==> config.mk <==
export PLATFORM = sky130hd
export DESIGN_NAME = memory_arbiter_module
export DESIGN_NICKNAME = d
export VERILOG_FILES = /design/src/rtl/memory_arbiter_module.sv
export SDC_FILE = /design/constraint.sdc
export NUM_CORES = 1
export LEC_CHECK = 0
export BUFFER_PORTS_ARGS = -buffer_cell sky130_fd_sc_hd__buf_2
export CORE_ASPECT_RATIO = 2
export CORE_UTILIZATION = 26
export CTS_BUF_LIST = sky130_fd_sc_hd__clkbuf_8
export DETAILED_ROUTE_END_ITERATION = 8
export PLACE_DENSITY = 0.65
export SYNTH_ARGS = -nofsm -noshare
export SYNTH_HDL_FRONTEND = slang
export SYNTH_SLANG_ARGS = --single-unit
==> constraint.sdc <==
create_clock -name clk -period 2.2 [get_ports clk]
set_input_delay 0.22 -clock clk [delete_from_list [all_inputs] [get_ports clk]]
set_output_delay 0.22 -clock clk [all_outputs]
set_load 0.005 [all_outputs]
==> src/rtl/memory_arbiter_module.sv <==
// memory_arbiter_module: shares one 256x8 RAM port between the CPU
// datapath and a loader/debug port, with bounded locked loader bursts.
module memory_arbiter_module #(
  parameter int ADDR_WIDTH = 8,
  parameter int DATA_WIDTH = 8,
  parameter int HOLD_MAX   = 4
) (
  input  logic                  clk,
  input  logic                  rst,
  input  logic                  cpu_ie,
  input  logic                  cpu_oe,
  input  logic [ADDR_WIDTH-1:0] cpu_addr,
  input  logic [DATA_WIDTH-1:0] cpu_wdata,
  output logic [DATA_WIDTH-1:0] cpu_rdata,
  output logic                  cpu_stall,
  input  logic                  ld_req,
  input  logic                  ld_we,
  input  logic                  ld_lock,
  input  logic [ADDR_WIDTH-1:0] ld_addr,
  input  logic [DATA_WIDTH-1:0] ld_wdata,
  output logic                  ld_gnt,
  output logic                  ld_ack,
  output logic [DATA_WIDTH-1:0] ld_rdata,
  output logic                  mem_ie,
  output logic                  mem_oe,
  output logic [ADDR_WIDTH-1:0] mem_addr,
  output logic [DATA_WIDTH-1:0] mem_wdata,
  input  logic [DATA_WIDTH-1:0] mem_rdata
);

  typedef enum logic [1:0] {
    S_IDLE,
    S_CPU,
    S_LOADER
  } state_t;

  localparam logic [3:0] HOLD = 4'(HOLD_MAX);

  state_t     state;
  logic [3:0] beat_cnt;
  logic       last_win;
  logic       cpu_req;
  logic       in_burst;
  logic       gnt_cpu;
  logic       gnt_ld;

  assign cpu_req  = cpu_ie | cpu_oe;
  assign in_burst = (state == S_LOADER) & ld_req & ld_lock;

  // Pick this cycle's winner; nothing is granted while reset is held.
  always_comb begin
    gnt_cpu = 1'b0;
    gnt_ld  = 1'b0;
    if (rst) begin
      if (in_burst && beat_cnt < HOLD) begin
        gnt_ld = 1'b1;
      end else if (in_burst && cpu_req) begin
        gnt_cpu = 1'b1;
      end else if (cpu_req && ld_req) begin
        gnt_cpu = last_win;
        gnt_ld  = ~last_win;
      end else begin
        gnt_cpu = cpu_req;
        gnt_ld  = ld_req;
      end
    end
  end

  // Route the winner onto the RAM port; both-high CPU strobes mean write.
  always_comb begin
    mem_ie    = 1'b0;
    mem_oe    = 1'b0;
    mem_addr  = '0;
    mem_wdata = '0;
    cpu_rdata = '0;
    if (gnt_cpu) begin
      mem_ie    = cpu_ie;
      mem_oe    = cpu_oe & ~cpu_ie;
      mem_addr  = cpu_addr;
      mem_wdata = cpu_wdata;
      if (cpu_oe && !cpu_ie) cpu_rdata = mem_rdata;
    end else if (gnt_ld) begin
      mem_ie    = ld_we;
      mem_oe    = ~ld_we;
      mem_addr  = ld_addr;
      mem_wdata = ld_wdata;
    end
  end

  assign cpu_stall = cpu_req & ~gnt_cpu & rst;
  assign ld_gnt    = gnt_ld;

  // Burst tracking, fairness bit and loader completion/read capture.
  always_ff @(posedge clk or negedge rst) begin
    if (!rst) begin
      state    <= S_IDLE;
      beat_cnt <= 4'd0;
      last_win <= 1'b1;
      ld_ack   <= 1'b0;
      ld_rdata <= '0;
    end else begin
      ld_ack <= gnt_ld;
      if (gnt_ld && !ld_we) ld_rdata <= mem_rdata;
      if (cpu_req && ld_req && (gnt_cpu || gnt_ld)) last_win <= gnt_ld;
      if (gnt_ld && ld_lock) begin
        state <= S_LOADER;
        if (state != S_LOADER)   beat_cnt <= 4'd1;
        else if (beat_cnt < HOLD) beat_cnt <= beat_cnt + 4'd1;
      end else if (gnt_cpu) begin
        state    <= S_CPU;
        beat_cnt <= 4'd0;
      end else begin
        state    <= S_IDLE;
        beat_cnt <= 4'd0;
      end
    end
  end

endmodule

==> impl_results.md <==
* Antenna-violating nets left at 0
* Hold Path Sink: ld_rdata[3]$_DFFE_PN0P_
* First-pass GRT wire length at 4170 um
* Slew Viols, Final at 0
* P&R area growth vs syn at 60.8%
* Post-Syn Instances at 82
* Critical Path RT at approximately 2 ns
* Worst Max-Slew Pin Slew at approximately 0.9 ns
* CP Capture Type: output pin
* Switching pwr at ~0.28 mW
* Drt first pass iters at 2
* Yosys cell types at 27
* Final wirelength at between 2000 and 3000 um
* Max-slew headroom at about two fifths
* Average via count per standard cell at ~4.7
* Seq/Total Area, Yosys at about two fifths
* Synthesized net count at 130
* Final hold vios at 0
* Startpoint types: flop
* Logic gate share of total power at ~36%
* CTS tree: done
* DRC Markers at 0
* Crit path DAT at 1.91 ns
* Worst clock skew at ~0.0038 ns
* FF+latch count, synth at 16
* CP startpoint: beat_cnt[3]$_DFFE_PN0P_
* Fraction of layout cells with a size suffix above 1 at ~63%
* Peak supply drop at between 0.0002 and 0.0003 V
* Root Buffer: clkbuf_8
* Worst slack at placement at between 0.15 and 0.2 ns
* Worst-Skew Late Latency at around 0.25 ns
* CP peak stage delay at ~0.41 ns
* Die footprint at around 4000 sq um
* Reg2Reg Depth at 5
* Synth warn at 0
* N_diodes at 0
* Iter 0 DRT Violations at 6
* Status: completed
* Total grt overflow at 0
* Sw Share at between 20 and 30%
* Number of H-tree levels at 1
* Pleak at between 0.8 and 0.9 nW
* Routed via count at 1047
* Reg2Reg Setup Slack at 0.38 ns
* Final min period at approximately 2.1 ns
* I/O pin total at 84
* Overall routing resource usage at between 10% and 20%
* Reg-to-reg startpoint: state[0]$_DFF_PN0_
* Initial core utilization at between 20% and 30%
* Critical-path cell list: or3b_4, mux2i_4, buf_6, nor2_2, a22o_1, buf_2
* R2r endpoint: ld_rdata[7]$_DFFE_PN0P_
* Vias in the first global route at a little over 1000
* Final setup margin at ~0.067 ns
* Sequential share of power at between 30% and 40%
* Core Region at 3450 sq um
* Critical path class: reg2out
* Critical path's slowest cell: or3b_4
* Max_cap viols at 0
* Row Count at 30
* Largest net degree at the start of global routing at 22
* Peak Freq at between 0.4 and 0.5 GHz
* WL per Instance at around 13 um
* Initial antenna violation count at 0
* Int Pwr at slightly above 0.7 mW
* Final worst-path cycle share at between 90% and 100%
* Final Net Count at 224
* Port Buffers at 83
* Die width at 45.0 um
* CTS buffer count at 3
* Mean Syn Cell Area at approximately 12 sq um
* Clk pwr share at 25.9%
* CTS clk-pin slew, worst paths at about 0.060 ns
* PwrDens at 645 nW/um^2
* Post-layout util at between 40 and 50%
* DP HPWL at 2140 um
* Die Y at just under 90 um
* Worst Path Max Fanout at 8
* RD Place Congestion at between 0.7 and 0.8
* Clk sinks at 16
* Worst min-delay path category: in2reg
* CTS Buffer Depth at 2
* Netlist Area Pre-Place at 960 sq um
* WHS Path Cells at 2
* Final setup vio count at 0
* Hold path startpoint: mem_rdata[3]
==> final cells by class <==
class	instances	area [sq um]
Sequential cell	16	402
Inverter	3	11.3
Tap cell	48	60.1
Multi-Input combinational cell	63	551
Timing Repair Buffer	89	464
Clock buffer	4	55.1
Fill cell	351	1910
==> registers in the layout, indices dropped and copies added, names as in the netlist <==
signal / cells
ld_rdata: 8
beat_cnt: 4
state: 2
last_win: 1
ld_ack: 1
==> through the flow <==
| stage | power (mW) | area, sq um | setup TNS, ns | std cells | hold slack, ns |
|---|---|---|---|---|---|
| 2_1_floorplan | 0.560 | 960 | 0 | 82 | -0.0756 |
| 6_report | 0.995 | 1540 | 0 | 223 | 0.216 |
| 4_1_cts | 0.992 | 1510 | -0.00549 | 219 | 0.214 |
| 3_5_place_dp | 0.721 | 1420 | 0 | 213 | 0.220 |
| 5_1_grt | 1.06 | 1540 | -0.0468 | 223 | 0.219 |
| 3_3_place_gp | 0.712 | 1420 | 0 | 213 | 0.219 |
==> power groups by stage <==
stage,Sequential (mW),Clock [mW],Combinational (mW)
after floorplan,0.393,0,0.167
after global placement,0.386,0,0.327
after detailed placement,0.388,0,0.333
after CTS,0.382,0.265,0.345
after global routing,0.387,0.279,0.391
final,0.382,0.258,0.356
==> per-layer routing <==
metal  track usage, %  wire length, um  up-vias
met5                0                0        -
met4             9.09               75        0
met3             1.44              229        6
met2             29.8             1620       75
met1             11.4              923      473
li1                 -                -      493
==> worst max-delay path: cells and delay by family, from the launching register on <==
kind / cells / cell delay (ns)
mux: 1 / 0.20
buf+inv: 2 / 0.29
simple gates: 2 / 0.50
flops: 1 / 0.39
compound gates: 1 / 0.28
==> worst max path at each step <==
stage | endpoint | slack (ns) | depth (start not counted)
4_1_cts | mem_wdata[2] | -0.004 | 6
6_report | mem_wdata[7] | 0.07 | 6
2_1_floorplan | mem_addr[0] | 0.44 | 5
3_5_place_dp | cpu_rdata[4] | 0.19 | 5
3_3_place_gp | mem_wdata[2] | 0.28 | 6
5_1_grt | mem_wdata[7] | -0.01 | 6
==> cell families after synthesis <==
logic type	count (synthesis)	share of synthesized area (%)
xor+xnor	1	0.913
mux	10	12.8
fa+ha+maj	1	1.30
buf+inv	6	4.69
flops	16	41.9
compound gates	24	21.8
simple gates	24	16.7
==> layout by cell type (no fill, tap or decap), types with 2 or more instances in the layout <==
cell type,instances
a22o_1,16
and2_1,9
buf_2,84
buf_4,3
clkbuf_8,4
dfrtp_1,15
inv_1,3
mux2_2,8
nand2b_1,3
nor2b_1,2
nor3b_1,2
o21a_4,2
o21ai_0,3
==> repair_timing <==
action,4_1_cts,5_1_grt
resized for setup,2,2
pin swaps,0,7
endpoints found under the setup margin,25,16
buffers inserted,0,1
hold buffers,1,0
endpoints found under the hold margin,15,0
cloned,1,3
==> synth_stat cells <==
cell type	instances	area share [%]
a22o_1	16	15
dfrtp_1	15	39
and2_1	9	5.9
mux2_2	8	9.4
buf_6	3	3.5
inv_1	3	1.2
nand2b_1	3	2.0
o21ai_0	3	1.6
nor2b_1	2	1.3
nor3_1	2	1.0
nor3b_1	2	1.6
a21oi_1	1	0.52
dfstp_2	1	2.7
ha_1	1	1.3
mux2i_1	1	1.0
mux2i_4	1	2.3
nand2_1	1	0.39
nand3b_1	1	0.78
nor2_1	1	0.39
nor2_4	1	1.2
nor3b_2	1	1.3
o211ai_1	1	0.78
o21a_4	1	1.6
o21ai_4	1	1.7
o311a_1	1	1.0
or3b_1	1	0.91
xor2_1	1	0.91
Note: power is estimated with default switching activity, not from simulation.
